--- config.mk ---
export PLATFORM = sky130hd
export DESIGN_NAME = xup_tff_counter_ctrl
export DESIGN_NICKNAME = d
export VERILOG_FILES = /design/src/rtl/xup_tff_ctrl_pkg.sv /design/src/rtl/xup_tff_slice.sv /design/src/rtl/xup_tff_counter_ctrl.sv
export SDC_FILE = /design/constraint.sdc
export NUM_CORES = 1
export LEC_CHECK = 0
export BUFFER_PORTS_ARGS = -buffer_cell sky130_fd_sc_hd__buf_2
export CAP_MARGIN = 20
export CORE_AREA = 2 2 39 41
export CTS_BUF_LIST = sky130_fd_sc_hd__clkbuf_4
export DETAILED_ROUTE_END_ITERATION = 10
export DIE_AREA = 0 0 41 43
export GPL_ROUTABILITY_DRIVEN = 0
export MAX_ROUTING_LAYER = met4
export PLACE_DENSITY = 0.53
export SLEW_MARGIN = 20
export SYNTH_ARGS = -nofsm -noshare
export SYNTH_HDL_FRONTEND = slang
export SYNTH_SLANG_ARGS = --single-unit
--- constraint.sdc ---
create_clock -name clk -period 3.1 [get_ports clk]
set_input_delay 0.155 -clock clk [delete_from_list [all_inputs] [get_ports clk]]
set_output_delay 0.155 -clock clk [all_outputs]
set_load 0.03 [all_outputs]
--- src/rtl/xup_tff_ctrl_pkg.sv ---
// Shared state encoding and T flip-flop toggle-vector helpers for the
// xup_tff_counter_ctrl counter controller.
package xup_tff_ctrl_pkg;

  typedef enum logic {
    IDLE = 1'b0,
    RUN  = 1'b1
  } state_e;

  // Widest bank the helpers support; callers zero-extend and truncate.
  localparam int MAX_WIDTH = 32;

  // Bit i toggles when every lower bit is 1 (carry ripple of an incrementer).
  function automatic logic [MAX_WIDTH-1:0] toggle_up(input logic [MAX_WIDTH-1:0] q);
    logic [MAX_WIDTH-1:0] t;
    t[0] = 1'b1;
    for (int i = 1; i < MAX_WIDTH; i++) t[i] = t[i-1] & q[i-1];
    return t;
  endfunction

  // Bit i toggles when every lower bit is 0 (borrow ripple of a decrementer).
  function automatic logic [MAX_WIDTH-1:0] toggle_down(input logic [MAX_WIDTH-1:0] q);
    logic [MAX_WIDTH-1:0] t;
    t[0] = 1'b1;
    for (int i = 1; i < MAX_WIDTH; i++) t[i] = t[i-1] & ~q[i-1];
    return t;
  endfunction

endpackage

--- src/rtl/xup_tff_slice.sv ---
// One enabled T flip-flop: q toggles on t when en is high; async reset to 0.
module xup_tff_slice (
  input  logic clk,
  input  logic reset,
  input  logic t,
  input  logic en,
  output logic q
);

  logic q_q, q_d;

  always_comb begin
    // NOTE: default assignment first so every path drives q_d and no latch is inferred.
    q_d = q_q;
    if (en) q_d = q_q ^ t;
  end

  // NOTE: sequential state uses non-blocking assignments so all flops sample pre-edge values.
  always_ff @(posedge clk or posedge reset) begin
    if (reset) q_q <= 1'b0;
    else       q_q <= q_d;
  end

  assign q = q_q;

endmodule

--- src/rtl/xup_tff_counter_ctrl.sv ---
// Up/down counter built from a bank of enabled T flip-flops, with run/stop,
// single-step, parallel load and prescaler. Option macro: XUP_TFF_CTRL_TC_STOP_EN.
module xup_tff_counter_ctrl
  import xup_tff_ctrl_pkg::*;
#(
  parameter int WIDTH    = 4,
  parameter int PRESCALE = 1
) (
  input  logic             clk,
  input  logic             reset,
  input  logic             start,
  input  logic             stop,
  input  logic             step,
  input  logic             up,
  input  logic             load,
  input  logic [WIDTH-1:0] load_val,
  output logic [WIDTH-1:0] q,
  output logic             busy,
  output logic             tc
);

  localparam int             PW       = (PRESCALE > 1) ? $clog2(PRESCALE) : 1;
  localparam logic [PW-1:0]  PRE_LAST = PW'(PRESCALE - 1);

  state_e           state_q, state_d;
  logic [PW-1:0]    pre_q, pre_d;
  logic             tc_q, tc_d;
  logic             evt, wrap;
  logic [WIDTH-1:0] q_bank, t_vec, en_vec;

  assign wrap = up ? (&q_bank) : (~|q_bank);

  always_comb begin
    state_d = state_q;
    pre_d   = pre_q;
    tc_d    = 1'b0;
    evt     = 1'b0;
    t_vec   = '0;
    en_vec  = '0;

    if (load) begin
      // Load rides the toggle path: flipping exactly the differing bits lands on load_val.
      t_vec  = q_bank ^ load_val;
      en_vec = '1;
      pre_d  = '0;
    end else if (stop) begin
      state_d = IDLE;
      pre_d   = '0;
    end else if (start && state_q == IDLE) begin
      state_d = RUN;
      pre_d   = '0;
    end else if (state_q == IDLE) begin
      evt = step;
    end else if (pre_q == PRE_LAST) begin
      evt   = 1'b1;
      pre_d = '0;
    end else begin
      pre_d = pre_q + 1'b1;
    end

    if (evt) begin
      t_vec  = up ? WIDTH'(toggle_up(MAX_WIDTH'(q_bank)))
                  : WIDTH'(toggle_down(MAX_WIDTH'(q_bank)));
      en_vec = '1;
      tc_d   = wrap;
`ifdef XUP_TFF_CTRL_TC_STOP_EN
      if (state_q == RUN && wrap) begin
        state_d = IDLE;
        pre_d   = '0;
      end
`else
`endif
    end
  end

  always_ff @(posedge clk or posedge reset) begin
    if (reset) begin
      state_q <= IDLE;
      pre_q   <= '0;
      tc_q    <= 1'b0;
    end else begin
      state_q <= state_d;
      pre_q   <= pre_d;
      tc_q    <= tc_d;
    end
  end

  for (genvar i = 0; i < WIDTH; i++) begin : g_slice
    xup_tff_slice u_slice (
      .clk  (clk),
      .reset(reset),
      .t    (t_vec[i]),
      .en   (en_vec[i]),
      .q    (q_bank[i])
    );
  end

  assign q    = q_bank;
  assign busy = (state_q == RUN);
  assign tc   = tc_q;

endmodule

# Word-level counts from Yosys, hierarchy flattened
# Cells that the tools add are included.
totals:
  register_bits: 7
  input_bits: 11
  output_inout_bits: 6
  word_cells: 48
op_classes:
  add_sub_neg: 1
  mux: 19
  bitwise_logic: 14
  reduce_logical: 7
op_table:
  columns: ["op", "count"]
  rows:
  - ["2-to-1 mux 4 bit", 5]
  - ["2-to-1 mux 1 bit", 14]
  - ["NOT 1 bit", 5]
  - ["bitwise AND 1 bit", 4]
  - ["AND reduction 4 bit", 1]
  - ["nonzero test 4 bit", 1]
  - ["OR reduction 4 bit", 1]
  - ["bitwise XOR 1 bit", 4]
  - ["bitwise XOR 4 bit", 1]
  - ["AND reduction 2 bit", 1]
  - ["nonzero test 2 bit", 1]
  - ["adder 1 bit (second input constant)", 1]
  - ["logical AND 1 bit", 1]
  - ["logical NOT 1 bit", 1]

# Logic depth before layout (Yosys ltp)
# Gate-level depths: netlist of run 1.
logic_depth:
  word_depth: 7
  ltp_mapped: 4
  depth_no_buf: 4

# Cells and area by module
# From an unflattened synthesis of run 1, not the netlist that was laid out.
unflattened:
  hier_cells: 44
  hier_area_um2: 391.6
by_module_without_submodules:
  columns: ["module", "instances", "cells_per_inst", "area_each_um2", "seq_area_each_um2"]
  rows:
  - ["xup_tff_counter_ctrl", 1, 28, 226.5, 50.0]
  - ["xup_tff_slice", 4, 4, 41.3, 25.0]

# Worst setup path before layout of run 1
# No wires, ideal clock.
synth_timing:
  kind: "register to register"
  start: "register g_slice[0].u_slice.q_q"
  end: "register g_slice[2].u_slice.q_q"
  setup_time_ns: 0.125
  arrival_time_ns: 1.443
  required_time_ns: 2.975
  path_slack_ns: 1.532
  path_stages_with_launch: 5
  n_path_buf: 0
  period_less_slack_ns: 1.568
  path_cell_list: "dfrtp_1 or3_1 a221oi_1 xor2_1 mux2_2"
synth_via:
  elab_chain_cells: 5
  elab_cells_between_ends: 6
  classes_between: "mux (2); bitwise (4)"
synth_rtl:
  columns: ["item", "line", "rtl"]
  rows:
  - ["from (decl)", "xup_tff_slice.sv:10", "logic q_q, q_d;"]
  - ["from (signal assigned)", "xup_tff_slice.sv:21", "else q_q <= q_d;"]
  - ["NOT 1 bit", "xup_tff_ctrl_pkg.sv:25", "for (int i = 1; i < MAX_WIDTH; i++) t[i] = t[i-1] & ~q[i-1];"]
  - ["bitwise AND 1 bit", "xup_tff_ctrl_pkg.sv:25", null]
  - ["2-to-1 mux 4 bit *", "xup_tff_counter_ctrl.sv:62", "t_vec = up ? WIDTH'(toggle_up(MAX_WIDTH'(q_bank)))"]
  - ["2-to-1 mux 4 bit *", "xup_tff_counter_ctrl.sv:61", "if (evt) begin"]
  - ["bitwise XOR 1 bit *", "xup_tff_slice.sv:15", "if (en) q_d = q_q ^ t;"]
  - ["to (signal assigned)", "xup_tff_slice.sv:21", null]
  - ["to (decl)", "xup_tff_slice.sv:10", null]
# Mark *: on every way between the ends. The rest lies on a longest branch, timed or not.
# A chain may end at the register's enable or synchronous reset.

# Final worst setup path of run 1
# Ends and elaborated chain as after synthesis.

==> results of run 1 <==
critical path: stages (launching register included):
cell and delay, ns:
dfrtp_1 0.45, or3_1 0.39, a221oi_1 0.33, xor2_1 0.10, mux2_2 0.27
sequential cells by signal (all words and copies together), names as in the netlist:
register and count:
tc 1, busy 1, g_slice.u_slice.q 4
power by group through the flow:
stage / combinational, mW / sequential [mW] / clock (mW)
global route: 0.0765 / 0.102 / 0.0790
floorplan: 0.0551 / 0.102 / 0
global placement: 0.0701 / 0.101 / 0
detailed placement: 0.0697 / 0.101 / 0
CTS: 0.0711 / 0.0999 / 0.0749
finish: 0.0697 / 0.0997 / 0.0710
area by class of cell:
cell class / count / area [sq um] / share of cell area
Timing Repair Buffer: 17 / 90.1 / 0.190
Clock buffer: 3 / 22.5 / 0.0476
Inverter: 3 / 11.3 / 0.0238
Multi-Input combinational cell: 25 / 179 / 0.378
Sequential cell: 6 / 150 / 0.317
Tap cell: 16 / 20.0 / 0.0423
metrics by stage:
step | utilization | instance area [sq um] | setup WS, ns
4_1_cts | 0.342 | 473 | 1.44
6_report | 0.342 | 473 | 1.45
3_5_place_dp | 0.318 | 440 | 1.45
2_1_floorplan | - | 370 | 1.53
5_1_grt | 0.342 | 473 | 1.36
3_3_place_gp | 0.318 | 440 | 1.47
kinds of logic (layout without fill, tap and decap cells):
logic type	after synthesis	in the layout	synth area share
xor+xnor	5	5	0.118
compound gates	9	9	0.166
mux	2	2	0.0574
flops	6	6	0.405
buf+inv	7	23	0.111
simple gates	9	9	0.142
worst min-delay path by stage:
stage,start,to,slack (ns),cells after the start
after floorplan,reset,busy,-0.05,1
after global placement,reset,tc,0.08,2
after detailed placement,reset,tc,0.09,2
after CTS,load_val[3],g_slice[3].u_slice.q,0.12,3
after global routing,load_val[3],g_slice[3].u_slice.q,0.14,3
final,load_val[0],g_slice[0].u_slice.q,0.13,3
metal layers:
layer,wire (microns),global-route usage,vias up
li1,-,-,165
met1,307,0.147,126
met2,341,0.131,11
met3,43,0.0157,4
met4,29,0.120,0
met5,0,-,-
placed cells by master (no fill, tap or decap), drive strengths merged, types with 2 or more instances in the layout:
cell and n:
buf 16, a21oi 3, o21ai 3, xor2 2
inv 3, nand2 3, dfrtp 6, a221oi 2
clkbuf 3, xnor2 3
timing repair:
action	CTS	global route
hold buffers	1	0
endpoints found under the setup margin	0	0
hold endpoints to repair	6	0
==> impl_metrics.csv, run 1 <==
group,metric,value,unit
run_status,status,"completed",
grt,overflow,0,
grt,antenna_found_initial,0,
cells_and_area,fin_cells,70,
critical_path,timing.rr.start,"g_slice[0].u_slice.q",
cells_and_area,n_antenna_cell,0,
critical_path,critical_path_peak_fanout,7,
detailed_routing,drt_wl_total,722,microns
die,ios,17,
grt,grt_max_degree,8,
clock_network,cts_buffers,3,
detailed_routing,drt_iter0_drc,3,
cells_and_area,syn_to_final_growth,27.7,%
critical_path,cp-endpoint,"g_slice[2].u_slice.q",
detailed_routing,vias_per_cell,4.37,
run,cap_violations,0,
power,switching_share,0.333,
timing,finalSetupViolations,0,
detailed_routing,wl_per_cell,10.3,microns
clock_network,root_buffer,"clkbuf_4",
critical_path,path_class,"reg -> reg",
timing,maxSlewHeadroom,0.796,
clock_network,cts_setup_buffers,0,
cells_and_area,nFillCells,152,
place,dp_cells,66,
timing,hold_ws,0.127,ns
timing,fin_crit_sh,0.532,
die,die-area,1760,sq um
power,irDropWorstVdd,0.146,mV
detailed_routing,firstDrtPassIters,2,
grt,first_global_vias,274,
timing,clock_skew,0.00206,ns
logic_synthesis,synth_most_common_cell,"dfrtp_1",
power,internal-power,0.160,mW
die,start_util,0.268,
timing,period_needed,1.65,ns
clock_network,cts_tree,"done",
die,core_area,1380,sq um
logic_synthesis,yosys.cell_types.count,20,
detailed_routing,post-route-drc-count,0,
logic_synthesis,yosys_most_used_dff,"dfrtp_1",
logic_synthesis,synth_top_cell_area_share,0.405,
critical_path,r2r_cells,4,
power,p_per_area,508,nW/um^2
logic_synthesis,synth_top_cells_by_area,"dfrtp_1 41%, buf_4 8.1%, xnor2_1 7.1%, xor2_1 4.7%, a21oi_1 4.1%",
critical_path,cp-end-kind,"flop",
critical_path,r2r_setup_slack,1.45,ns
power,p_switching,0.0801,mW
critical_path,required,3.23,ns
die,die_h,43,microns
grt,grt_pass1_wl,1230,microns
timing,max_slew.worst_pin.slew,0.305,ns
power,clockPowerShare,0.295,
clock_network,cts-resized-gates,0,
clock_network,clock_path_buffers,2,
timing,hold_viol_final,0,
grt,track_usage,0.112,
power,p_total,0.240,mW
place,portBuffers,16,
logic_synthesis,syn_nets,49,
logic_synthesis,synth_area_per_cell,9.75,sq um
timing,grt_setup_unrepaired,"false",
timing,fin_setup_tns,0,ns
clock_network,htree_num_levels,1,
cells_and_area,nNetsFinal,67,
critical_path,crit_start,"g_slice[0].u_slice.q",
logic_synthesis,async_flop_share,1.00,
clock_network,insertion_delay,0.24,ns
cells_and_area,final_layout_size_suffix_gt1_frac,0.407,
power,p_leak,0.229,nW
logic_synthesis,ys_seq_area_frac,0.405,
logic_synthesis,synth-seq-cells,6,
critical_path,reg2reg_to,"g_slice[2].u_slice.q",
critical_path,startpoint_type,"flop",
detailed_routing,num_vias,306,
timing,fmax,607,MHz
logic_synthesis,synth_area,370,sq um
timing,finalMaxSlewViolations,0,
logic_synthesis,ys_warn_count,0,
logic_synthesis,syn_inst,38,
critical_path,critPathArrivalTime,1.78,ns
die,die_w,41,microns
logic_synthesis,synth_edf_count,0,
worst_hold_path,hold_class,"in -> reg",
die,placementRows,14,
power,seqPwrFrac,0.415,
clock_network,clk_pin_slew_worst_paths,0.04,ns
clock_network,clock_sinks,6,
detailed_routing,ant_nets,0,
power,comb_power_share,0.290,
logic_synthesis,yosysTopAreaCell,"dfrtp_1",
logic_synthesis,synth_commonest_cells,"6 x dfrtp_1, 4 x buf_4",
(Power assumes the default switching activity.)
==> run 2: changes to the inputs <==
Clock period 3.1 ns to 1.6 ns, I/O delays scaled along.
==> impl_metrics.csv, run 2 (synthesis results as in run 1) <==
group,metric,value,unit
clock_network,cts_tree,"done",
timing,clock_skew,0.000266,ns
grt,track_usage,0.115,
cells_and_area,syn_to_final_growth,39.5,%
power,irDropWorstVdd,0.344,mV
cells_and_area,largest_reg_flops,4,
die,die_w,41,microns
die,placementRows,14,
clock_network,insertion_delay,0.24,ns
timing,fin_crit_sh,0.976,
detailed_routing,drt_iter0_drc,1,
detailed_routing,wl_met1,375,microns
run_status,status,"completed",
grt,overflow,0,
detailed_routing,wl_met2,381,microns
grt,grt_pass1_wl,1300,microns
detailed_routing,firstDrtPassIters,3,
die,ios,17,
detailed_routing,dr_wl_met3,34,microns
timing,period_needed,1.56,ns
timing,max_slew.worst_pin.slew,0.250,ns
die,die-area,1760,sq um
grt,first_global_vias,325,
grt,grt_max_degree,8,
timing,finalMaxSlewViolations,0,
timing,hold_viol_final,0,
die,start_util,0.268,
cells_and_area,layout_commonest_cell,"buf_2",
power,p_per_area,966,nW/um^2
timing,fmax,640,MHz
die,die_h,43,microns
clock_network,clk_pin_slew_worst_paths,0.04,ns
place,portBuffers,16,
detailed_routing,ant_nets,0,
cells_and_area,layout_common_cells,"16 x buf_2, 6 x dfrtp_1, 5 x buf_4",
clock_network,htree_num_levels,1,
detailed_routing,wl_per_cell,10.8,microns
critical_path,timing.rr.start,"g_slice[1].u_slice.q",
critical_path,required,1.73,ns
critical_path,critical_path_peak_fanout,5,
timing,grt_setup_unrepaired,"true",
critical_path,path_class,"reg -> reg",
detailed_routing,vias_per_cell,4.35,
cells_and_area,post-route-util,0.373,
clock_network,clock_sinks,6,
critical_path,cp-end-kind,"flop",
timing,finalSetupViolations,0,
power,p_leak,0.254,nW
detailed_routing,top_layer,"met4",
worst_hold_path,hold_class,"in -> reg",
clock_network,cts_buffers,3,
die,core_area,1380,sq um
timing,fin_setup_tns,0,ns
critical_path,critPathArrivalTime,1.69,ns
grt,antenna_found_initial,0,
timing,maxSlewHeadroom,0.832,
detailed_routing,num_vias,326,
worst_hold_path,hold_path_startpoint,"load_val[1]",
critical_path,crit_start,"g_slice[1].u_slice.q",
cells_and_area,nFillCells,148,
cells_and_area,nNetsFinal,72,
detailed_routing,drt_wl_total,808,microns
run,cap_violations,0,
detailed_routing,post-route-drc-count,0,
clock_network,root_buffer,"clkbuf_4",
cells_and_area,n_antenna_cell,0,
critical_path,startpoint_type,"flop",
cells_and_area,final_layout_size_suffix_gt1_frac,0.475,
clock_network,clock_path_buffers,2,
[run 2: changes by cell type in the layout (fill, tap and decap cells not counted)]
cell	before	now
a221oi_1	1	0
a221oi_2	1	2
buf_4	0	5
[run 2: worst paths after layout]
check / end / slack (ns) / cells after the start
setup reg to reg: g_slice[3].u_slice.q / 0.04 / 4
min in group asynchronous: tc / 0.30 / 3
max in group asynchronous: g_slice[1].u_slice.q / 1.11 / 3
hold reg to reg: busy / 0.56 / 2
setup / recovery: g_slice[3].u_slice.q / 0.04 / 4
hold / removal: g_slice[1].u_slice.q / 0.04 / 3
[run 2: cell type report]
class / instances / area [sq um] / share of cell area
clock buffers: 3 / 22.5 / 0.0436
multi-input cells: 25 / 185 / 0.358
repair buffers: 22 / 128 / 0.247
well taps: 16 / 20.0 / 0.0387
flip-flops and latches: 6 / 150 / 0.291
inverters: 3 / 11.3 / 0.0218
[run 2: repair_timing]
action	4_1_cts	5_1_grt
setup buffers	0	1
setup endpoints to repair	1	2
resized for setup	1	0
pin swaps	0	4
hold endpoints to repair	6	0
hold buffers	1	0
gates cloned	0	0
[run 2: worst max-delay path, cell delays in order, from the launching register on]
cell and delay (ns):
dfrtp_1 0.41, or4_4 0.53, a221oi_2 0.29, xnor2_1 0.14, o21ai_1 0.07
[run 2: power breakdown]
| part | switching, mW | internal, mW |
|---|---|---|
| clock network | 0.0536 | 0.0848 |
| registers | 0.0159 | 0.170 |
| logic | 0.0960 | 0.0789 |
[run 2: per-layer routing]
layer	GRT usage	vias up
met4	0.0800	0
met5	-	-
li1	-	175
met3	0.0314	2
met1	0.144	138
met2	0.153	11
[run 2: stage by stage]
stage | setup WS (ns) | hold slack (ns) | instances | power [mW] | cell area, sq um
4_1_cts | 0.0190 | 0.0390 | 74 | 0.499 | 509
3_3_place_gp | 0.00275 | 0.0123 | 70 | 0.354 | 470
5_1_grt | -0.0243 | 0.0629 | 75 | 0.533 | 517
3_5_place_dp | -0.00123 | 0.0130 | 70 | 0.353 | 470
6_report | 0.0382 | 0.0380 | 75 | 0.499 | 517
2_1_floorplan | 0.0325 | -0.129 | 38 | 0.305 | 370
